## config.mk

```make
export PLATFORM = sky130hd
export DESIGN_NAME = dmem_bus_ctrl
export DESIGN_NICKNAME = d
export VERILOG_FILES = /design/src/rtl/dmem_bus_ctrl.sv
export SDC_FILE = /design/constraint.sdc
export NUM_CORES = 1
export LEC_CHECK = 0
export CORE_ASPECT_RATIO = 0.8
export CORE_MARGIN = 1.5
export CORE_UTILIZATION = 40
export DETAILED_ROUTE_END_ITERATION = 16
export PLACE_DENSITY = 0.78
export SLEW_MARGIN = 0
export SYNTH_ARGS = -nofsm -noshare
export SYNTH_HDL_FRONTEND = slang
export SYNTH_SLANG_ARGS = --single-unit
```

## constraint.sdc

```tcl
create_clock -name clk -period 6 [get_ports clk]
set_input_delay 1.5 -clock clk [delete_from_list [all_inputs] [get_ports clk]]
set_output_delay 1.5 -clock clk [all_outputs]
set_load 0.01 [all_outputs]
```

## src/rtl/dmem_bus_ctrl.sv

```systemverilog
// Data-memory bus controller: turns a MEM-stage load/store into a req/ack bus
// transaction, stalling the pipeline until it completes or times out.
module dmem_bus_ctrl #(
  parameter int TIMEOUT = 16
) (
  input  logic        clk,
  input  logic        rst,
  input  logic        mem_ce_i,
  input  logic        mem_we_i,
  input  logic [31:0] mem_addr_i,
  input  logic [31:0] mem_data_i,
  output logic [31:0] mem_data_o,
  output logic        stallreq_o,
  output logic        misalign_o,
  output logic        bus_err_o,
  output logic        bus_req_o,
  output logic        bus_we_o,
  output logic [31:0] bus_addr_o,
  output logic [31:0] bus_wdata_o,
  input  logic [31:0] bus_rdata_i,
  input  logic        bus_ack_i
);

  localparam logic [1:0] S_IDLE = 2'd0;
  localparam logic [1:0] S_BUSY = 2'd1;
  localparam logic [1:0] S_DONE = 2'd2;
  localparam logic [7:0] TO_LAST = 8'(TIMEOUT - 1);

  logic [1:0]  state_q, state_d;
  logic        bus_req_q, bus_req_d;
  logic        bus_we_q, bus_we_d;
  logic [31:0] bus_addr_q, bus_addr_d;
  logic [31:0] bus_wdata_q, bus_wdata_d;
  logic [31:0] rdata_q, rdata_d;
  logic [7:0]  cnt_q, cnt_d;
  logic        bus_err_q, bus_err_d;

  logic aligned;
  logic start;

  assign aligned = (mem_addr_i[1:0] == 2'b00);
  assign start   = (state_q == S_IDLE) && mem_ce_i && aligned;

  always_comb begin
    state_d     = state_q;
    bus_req_d   = bus_req_q;
    bus_we_d    = bus_we_q;
    bus_addr_d  = bus_addr_q;
    bus_wdata_d = bus_wdata_q;
    rdata_d     = rdata_q;
    cnt_d       = cnt_q;
    bus_err_d   = 1'b0;
    case (state_q)
      S_IDLE: begin
        if (start) begin
          state_d     = S_BUSY;
          bus_req_d   = 1'b1;
          bus_we_d    = mem_we_i;
          bus_addr_d  = {mem_addr_i[31:2], 2'b00};
          bus_wdata_d = mem_we_i ? mem_data_i : 32'd0;
          rdata_d     = 32'd0;
          cnt_d       = 8'd0;
        end
      end
      S_BUSY: begin
        // An ack in the expiry cycle still completes the access normally.
        if (bus_ack_i) begin
          state_d   = S_DONE;
          bus_req_d = 1'b0;
          rdata_d   = bus_we_q ? 32'd0 : bus_rdata_i;
        end else if (cnt_q == TO_LAST) begin
          state_d   = S_DONE;
          bus_req_d = 1'b0;
          rdata_d   = 32'd0;
          bus_err_d = 1'b1;
        end else begin
          cnt_d = cnt_q + 8'd1;
        end
      end
      S_DONE: begin
        state_d = S_IDLE;
      end
      default: begin
        state_d = S_IDLE;
      end
    endcase
  end

  always_ff @(posedge clk or posedge rst) begin
    if (rst) begin
      state_q     <= S_IDLE;
      bus_req_q   <= 1'b0;
      bus_we_q    <= 1'b0;
      bus_addr_q  <= 32'd0;
      bus_wdata_q <= 32'd0;
      rdata_q     <= 32'd0;
      cnt_q       <= 8'd0;
      bus_err_q   <= 1'b0;
    end else begin
      state_q     <= state_d;
      bus_req_q   <= bus_req_d;
      bus_we_q    <= bus_we_d;
      bus_addr_q  <= bus_addr_d;
      bus_wdata_q <= bus_wdata_d;
      rdata_q     <= rdata_d;
      cnt_q       <= cnt_d;
      bus_err_q   <= bus_err_d;
    end
  end

  // Gated by rst so a held request from the stalled MEM stage cannot keep
  // the pipeline frozen while reset is asserted.
  assign stallreq_o  = ~rst & (start | (state_q == S_BUSY));
  assign misalign_o  = (state_q == S_IDLE) & mem_ce_i & ~aligned;
  assign mem_data_o  = (state_q == S_DONE) ? rdata_q : 32'd0;
  assign bus_err_o   = bus_err_q;
  assign bus_req_o   = bus_req_q;
  assign bus_we_o    = bus_we_q;
  assign bus_addr_o  = bus_addr_q;
  assign bus_wdata_o = bus_wdata_q;

endmodule
```

**Word level (Yosys, flattened, before mapping)**

Index checks and enable logic that the tools add are counted.

- Flip-flop bits (word level): 107
- Input port bits: 101
- Output and inout bits: 101
- Logic and storage cells: 53

- $add $sub $neg: 1
- Eq/ne operators: 7
- Muxes and demuxes: 22
- Bitwise operators: 6
- Reduce and logical (&&, ||, !) cells: 9

Operators with widths:

| kind | count |
|---|---|
| 32-bit 2-to-1 mux | 6 |
| 32-bit case mux with 2 select lines | 1 |
| 8-bit 2-to-1 mux | 3 |
| 8-bit case mux with 2 select lines | 1 |
| 8-bit by 1-bit adder with 8-bit output, second input constant | 1 |
| 8-bit by 4-bit equality test with 1-bit output, second input constant | 1 |
| 1-bit 2-to-1 mux | 6 |
| 2-bit 2-to-1 mux | 3 |
| 2-bit != test, second input constant | 3 |
| 2-bit logical NOT | 2 |
| 2-bit case mux with 2 select lines | 1 |
| 2-bit AND reduction | 2 |
| 4-bit AND reduction | 1 |
| 1-bit AND | 3 |
| 3-bit != test, second input constant | 1 |
| 3-bit AND reduction | 1 |
| 2-bit by 1-bit equality test with 1-bit output, second input constant | 1 |
| 2-bit equality test, second input constant | 1 |
| 1-bit logical AND | 2 |
| 1-bit NOT | 2 |
| 1-bit case mux with 2 select lines | 1 |
| 2-bit nonzero test | 1 |
| 1-bit bitwise OR | 1 |

**Depth between registers and ports, before layout**

Gate-level depths: netlist of the first run.

- Depth in word-level cells: 5
- Mapped depth: 7
- Mapped depth without buffers: 5

**Worst setup path after synthesis of the first run**

Ideal clock, no wire load.

- Path type: in2out
- Start: in mem_ce_i
- End: out stallreq_o
- Data arrival time: 2798 ps
- Data required time: 4500 ps
- Path slack: 1702 ps
- Stages on the path: 6
- Cell sequence: or3b_4 or3_1 clkbuf_1 buf_6 buf_6 a21oi_1

- Longest elaborated chain between the ends: 4

RTL lines:

| item | RTL line | text |
|---|---|---|
| start: declaration | 8 | `input logic mem_ce_i,` |
| 1-bit logical AND (2 in a row) | 42 | `assign start = (state_q == S_IDLE) && mem_ce_i && aligned;` |
| 1-bit bitwise OR | 113 | `assign stallreq_o = ~rst & (start \| (state_q == S_BUSY));` |
| 1-bit AND | 113 |  |
| end: declaration | 13 | `output logic stallreq_o,` |

Every way passes these cells.

**Final worst setup path of the first run**

Ends and elaborated chain as after synthesis.

==> qor.yml, run 1 <==
critical_path:
  cp_cell_sequence: "clkdlybuf4s50_1 -> or3b_4 -> or3_2 -> a21oi_1 -> clkdlybuf4s50_1"
  regToRegStartpoint: "state_q[0]"
  regToRegSetupSlack_ns: 3.73
  cp_slowest_stage_delay_ns: 0.56
  worstPathMaxFanout: 3
  crit_path_end_kind: "output pin"
  worstPathArrival_ns: 3.55
  cp_top_family: "buffers and inverters"
  path_common_cell: "clkdlybuf4s50_1"
  worst-r2r-cell-count: 5
  crit_buf_inv: 2
  timing.rr.end: "cnt_q[6]"
  worstSetupStartpointType: "primary input"
  crit_path_top_delay_cell: "clkdlybuf4s50_1"
  path_class: "primary input to output pin"
  required_ns: 4.50
final_layout:
  area_delta_synth_final_pct: 53.6
  final_common_cell: "clkdlybuf4s50_1"
  layout-drive-gt1-share: 0.0411
  nets: 731
  fillers: 880
  final_area_um2: 6790
  final_cell_mix: "clkdlybuf4s50_1, nand2_1, dfrtp_1"
  diodes: 0
timing:
  setup-tns-final_ns: 0
  slew_violations: 0
  rsz0062_at_grt: "false"
  setup_ws_ns: 0.947
  worst_slew_pin_slew_ns: 1.20
  finalSetupViolations: 0
  post-route-period-util: 0.842
  slew_headroom: 0.200
  fin_crit_ns: 5.05
  hold_ws_ns: 0.466
  max_freq_mhz: 198
  finClkSkew_ns: 0.00558
  report.final.hold_viol_count: 0
power:
  p_per_area_nw_per_um2: 302
  finalPower_mw: 2.05
  irDropWorstVdd_uv: 219
  leakagePower_nw: 3.18
cts:
  h-tree-depth: 3
  clock_path_buffers: 2
  cts_resized: 0
  clock-sinks: 107
  cts_root_buf: "clkbuf_16"
  clkLatencyLatePin_ns: 0.33
  post_cts_buffers: 0
  clk_pin_slew_worst_paths_ns: 0.06
  cts_hold_buffers: 0
  cts_tree: "built"
  numCtsBuffers: 9
global_routing:
  antenna_found_initial: 0
  grt_max_degree: 77
  grtUsageTotal: 0.202
  gr-total-overflow: 0
  grt_pass1_vias: 3852
  grt_pass1_wl_mm: 19.0
place:
  gp_congestion: 0.806
  portBuffers: 199
  dp_hpwl_mm: 8.01
  dp_worst_setup_slack_ns: 0.952
  post_dp_cell_area_um2: 6480
flow_run:
  maxCapViolations: 0
synthesis:
  synthTopCellsByArea: "dfrtp_1, nand2_1, a22o_1"
  synth_area_um2: 4420
  yosys_warnings: 0
  syn_area_per_cell_um2: 10.0
  seq_area_frac_synth: 0.606
  ys_ff_latch: 107
  synth_cell_type_count: 35
  synth_top_area_cell: "dfrtp_1"
  syn_inst: 442
  synth_top_area_share: 0.606
route:
  avgViaCountPerCell: 4.97
  dr.pass1.iters: 4
  wire_per_inst_um: 15.0
  drtIter0Drc: 206
  postRouteAntennaNets: 0
  finalWirelength_mm: 11.6
  num_vias: 3861
  drcViolationCount: 0
die:
  io_pins: 202
  die_area_um2: 11700
  initial_core_util: 0.409
  row_count: 34
  fp.dieW_um: 121
  core_um2: 10800
  fp.dieH_um: 97
hold_path:
  hold_end: "bus_wdata_o[7]"
  worstHoldStart: "bus_wdata_o[7]"
  hold_class: "register to register"
  hold_depth: 2
outcome:
  status: "completed"
==> synthesized netlist by cell type <==
library cell  instances
conb_1                1
or4_4                 1
or3_1                 2
or3b_4                1
dfrtp_1             107
and2_1               32
a31oi_1               3
buf_4                 2
o21a_1                1
nand2b_1              2
nand4_1               1
a2bb2oi_1             1
o21ai_0               5
inv_1                 6
o22ai_1               2
o31a_1                1
nand2_1             159
a22o_1               32
ha_1                  1
buf_1                 1
o21ai_4               2
nor2_1                4
nor3_4                1
buf_6                 5
nor2b_1               2
xnor2_1               2
a21oi_1               2
clkbuf_1             15
a21boi_0              1
and3_1                1
buf_2                 6
a41oi_1               1
nor4_1                1
nor3b_1               2
nand3_1              36
==> metrics by stage <==
stage | std cells | util
finish | 777 | 0.628
global route | 777 | 0.628
CTS | 777 | 0.628
detailed placement | 762 | 0.600
global placement | 762 | 0.600
floorplan | 443 | -
==> tightest hold or removal path, stage by stage (launching register included) <==
cell,delay [ns]
dfrtp_1,0.34
nand2_1,0.05
nand2_1,0.05
==> flip-flops by register name, indices dropped and copies added, names as in the netlist <==
| signal | flops |
|---|---|
| bus_we_o | 1 |
| cnt_q | 8 |
| rdata_q | 32 |
| state_q | 2 |
| bus_req_o | 1 |
| bus_addr_o | 30 |
| bus_wdata_o | 32 |
| bus_err_o | 1 |
==> final cells by class <==
class | instances | area, µm² | area share
Clock buffer | 11 | 233 | 0.0343
Clock inverter | 4 | 76.3 | 0.0112
Inverter | 6 | 25.0 | 0.00369
Multi-Input combinational cell | 301 | 1570 | 0.231
Sequential cell | 107 | 2680 | 0.394
Tap cell | 144 | 180 | 0.0265
Timing Repair Buffer | 204 | 2030 | 0.299
==> how the worst max path moves through the flow <==
stage,startpoint,to,slack (ns),cells past startpoint
2_1_floorplan,rst,bus_addr_o[10],1.68,1
3_3_place_gp,mem_ce_i,stallreq_o,0.97,5
3_5_place_dp,mem_ce_i,stallreq_o,0.95,5
4_1_cts,mem_ce_i,stallreq_o,0.95,5
5_1_grt,mem_ce_i,stallreq_o,0.93,5
6_report,mem_ce_i,stallreq_o,0.95,5
==> metal layers <==
layer  track usage  wire [µm]
met1         0.275       5260
met2         0.315       5170
met3        0.0672       1060
met4        0.0471        131
met5             0          0
==> cells by family (layout without fill, tap and decap cells) <==
| group | after synthesis | after routing | share of synthesized area |
|---|---|---|---|
| other | 1 | 2 | 0.000849 |
| AO/OA/AOI/OAI | 51 | 51 | 0.0952 |
| buffers and inverters | 35 | 225 | 0.0416 |
| flip-flops | 107 | 107 | 0.606 |
| adder cells (fa/ha/maj) | 1 | 1 | 0.00283 |
| XOR/XNOR | 2 | 2 | 0.00397 |
| AND/OR/NAND/NOR | 245 | 245 | 0.250 |
==> where the power goes <==
group	switching, mW	internal [mW]	total, mW	leakage (nW)
registers	0.0767	0.855	0.931	1.40
logic	0.217	0.287	0.503	1.63
clock network	0.248	0.365	0.612	0.146
total	0.541	1.51	2.05	3.18
(Power assumes the default switching activity.)
==> run 2: changes to the inputs <==
==> constraint.sdc (replaced) <==
create_clock -name clk -period 4.65 [get_ports clk]
set_input_delay 1.1625 -clock clk [delete_from_list [all_inputs] [get_ports clk]]
set_output_delay 1.1625 -clock clk [all_outputs]
set_load 0.01 [all_outputs]
==> run 2 against run 1 <==
Clock power is 38% higher. Sequential power increased by 29%. Sequential share of layout area decreased by 0.22 points. Non-clock buffer count unchanged. First-iteration DRC count decreased by 21%. Final cell count up 0.13%. Hold slack worse by 0.00073 ns. Largest cell class unchanged.
==> qor.yml, run 2 (same netlist as run 1, synthesis figures left out) <==
hold_path:
  hold_class: "register to register"  # unchanged
  hold_end: "bus_wdata_o[4]"  # was bus_wdata_o[7]
  hold_depth: 2  # unchanged
  worstHoldStart: "bus_wdata_o[4]"  # was bus_wdata_o[7]
die:
  core_um2: 10800  # unchanged
  die_area_um2: 11700  # unchanged
  fp.dieH_um: 97  # unchanged
  row_count: 34  # unchanged
  fp.dieW_um: 121  # unchanged
  io_pins: 202  # unchanged
  initial_core_util: 0.409  # unchanged
cts:
  cts_hold_buffers: 0  # unchanged
  numCtsBuffers: 9  # unchanged
  h-tree-depth: 3  # unchanged
  clk_pin_slew_worst_paths_ns: 0.07  # was 0.06 ns
  clkLatencyLatePin_ns: 0.34  # was 0.33 ns
  cts_tree: "built"  # unchanged
  post_cts_buffers: 0  # unchanged
  cts_root_buf: "clkbuf_16"  # unchanged
  clock-sinks: 107  # unchanged
  cts_resized: 0  # unchanged
  clock_path_buffers: 2  # unchanged
critical_path:
  worstSetupStartpointType: "primary input"  # unchanged
  regToRegStartpoint: "state_q[0]"  # unchanged
  required_ns: 3.49  # was 4.50 ns
  path_class: "primary input to output pin"  # unchanged
  regToRegSetupSlack_ns: 2.43  # was 3.73 ns
  worstPathArrival_ns: 3.24  # was 3.55 ns
  worst-r2r-cell-count: 5  # unchanged
  timing.rr.end: "cnt_q[2]"  # was cnt_q[6]
  crit_path_end_kind: "output pin"  # unchanged
  worstPathMaxFanout: 3  # unchanged
power:
  leakagePower_nw: 3.20  # was 3.18 nW
  power.share.sequential: 0.445  # was 0.455
  irDropWorstVdd_uv: 292  # was 219 µV
  power.internal_mw: 1.97  # was 1.51 mW
  p_clk_frac: 0.312  # was 0.299
  netSwitchingFraction: 0.271  # was 0.264
  p_per_area_nw_per_um2: 395  # was 302 nW/µm²
  p_switching_mw: 0.732  # was 0.541 mW
  p_comb_frac: 0.242  # was 0.246
final_layout:
  nets: 731  # unchanged
  diodes: 0  # unchanged
  final_common_cell: "clkdlybuf4s50_1"  # unchanged
  final_cell_mix: "clkdlybuf4s50_1, nand2_1, dfrtp_1"  # unchanged
  area_delta_synth_final_pct: 54.5  # was 53.6%
  layout-drive-gt1-share: 0.0457  # was 0.0411
  multi_input_area_um2: 1570  # unchanged
  regArea_um2: 2680  # unchanged
  layout.cells.non_filler: 778  # was 777
  fillers: 865  # was 880
route:
  num_vias: 3796  # was 3861
  drcViolationCount: 0  # unchanged
  drtIter0Drc: 163  # was 206
  wire_per_inst_um: 15.0  # about the same
  dr.pass1.iters: 4  # unchanged
  finalWirelength_mm: 11.7  # was 11.6 mm
  avgViaCountPerCell: 4.88  # was 4.97
  postRouteAntennaNets: 0  # unchanged
flow_run:
  maxCapViolations: 0  # unchanged
place:
  portBuffers: 199  # unchanged
  dp_hpwl_mm: 8.06  # was 8.01 mm
  gp_congestion: 0.807  # was 0.806
  place_inst: 762  # unchanged
global_routing:
  grtUsageTotal: 0.210  # was 0.202
  gr-total-overflow: 0  # unchanged
  antenna_found_initial: 0  # unchanged
  grt_max_degree: 71  # was 77
  grt_pass1_vias: 3913  # was 3852
  grt_pass1_wl_mm: 19.5  # was 19.0 mm
timing:
  hold_ws_ns: 0.465  # was 0.466 ns
  rsz0062_at_grt: "false"  # unchanged
  setup-tns-final_ns: 0  # unchanged
  post-route-period-util: 0.947
  finClkSkew_ns: 0.00525  # was 0.00558 ns
  max_freq_mhz: 227
  finalSetupViolations: 0  # unchanged
  worst_slew_pin_slew_ns: 1.24  # was 1.20 ns
  slew_violations: 0  # unchanged
  report.final.hold_viol_count: 0  # unchanged
  slew_headroom: 0.172  # was 0.200
  fin_crit_ns: 4.40
outcome:
  status: "completed"  # unchanged
==> run 2: cell types whose count changed in the layout (fill, tap and decap cells not counted), sizes merged <==
cell | before | now
inv | 6 | 8
clkbuf | 11 | 10
==> run 2: metrics by stage <==
step / instance area, µm² / worst slack (ns) / utilization / total power, mW
floorplan: 4420 / 0.670 / - / 1.48
detailed placement: 6490 / 0.254 / 0.601 / 1.88
global route: 6830 / 0.194 / 0.632 / 2.85
finish: 6830 / 0.245 / 0.632 / 2.70
CTS: 6830 / 0.240 / 0.632 / 2.73
global placement: 6490 / 0.291 / 0.601 / 1.85
==> run 2: layout make-up <==
class,count,area share
clock buffer,10,0.0350
multi-input combinational,301,0.229
sequential,107,0.392
inverter,6,0.00367
tap,144,0.0264
clock inverter,6,0.0141
timing repair buffer,204,0.299
==> run 2: layer usage <==
metal	vias to the layer above	track usage	share of wire
met3	15	0.0837	0.10
met2	159	0.320	0.44
met1	1803	0.275	0.44
li1	1819	-	-
met5	-	0	0
met4	0	0.0624	0.015
==> run 2: worst max-delay path by stage <==
stage / startpoint / to / slack, ns / depth (start not counted)
finish: mem_ce_i / stallreq_o / 0.25 / 5
global route: mem_ce_i / stallreq_o / 0.19 / 5
CTS: mem_ce_i / stallreq_o / 0.24 / 5
detailed placement: mem_ce_i / stallreq_o / 0.25 / 5
global placement: mem_ce_i / stallreq_o / 0.29 / 5
floorplan: rst / bus_addr_o[10] / 0.67 / 1
==> run 2: worst max-delay path: stages <==
cell,delay (ns)
clkdlybuf4s50_1,0.46
or3b_4,0.41
or3_2,0.47
a21oi_1,0.18
clkdlybuf4s50_1,0.56
==> run 2: power groups by stage <==
stage               logic (mW)  clock network [mW]  registers, mW
global route             0.720               0.905           1.22
global placement         0.643                   0           1.21
floorplan                0.226                   0           1.26
CTS                      0.663               0.865           1.20
finish                   0.654               0.843           1.20
detailed placement       0.658                   0           1.22
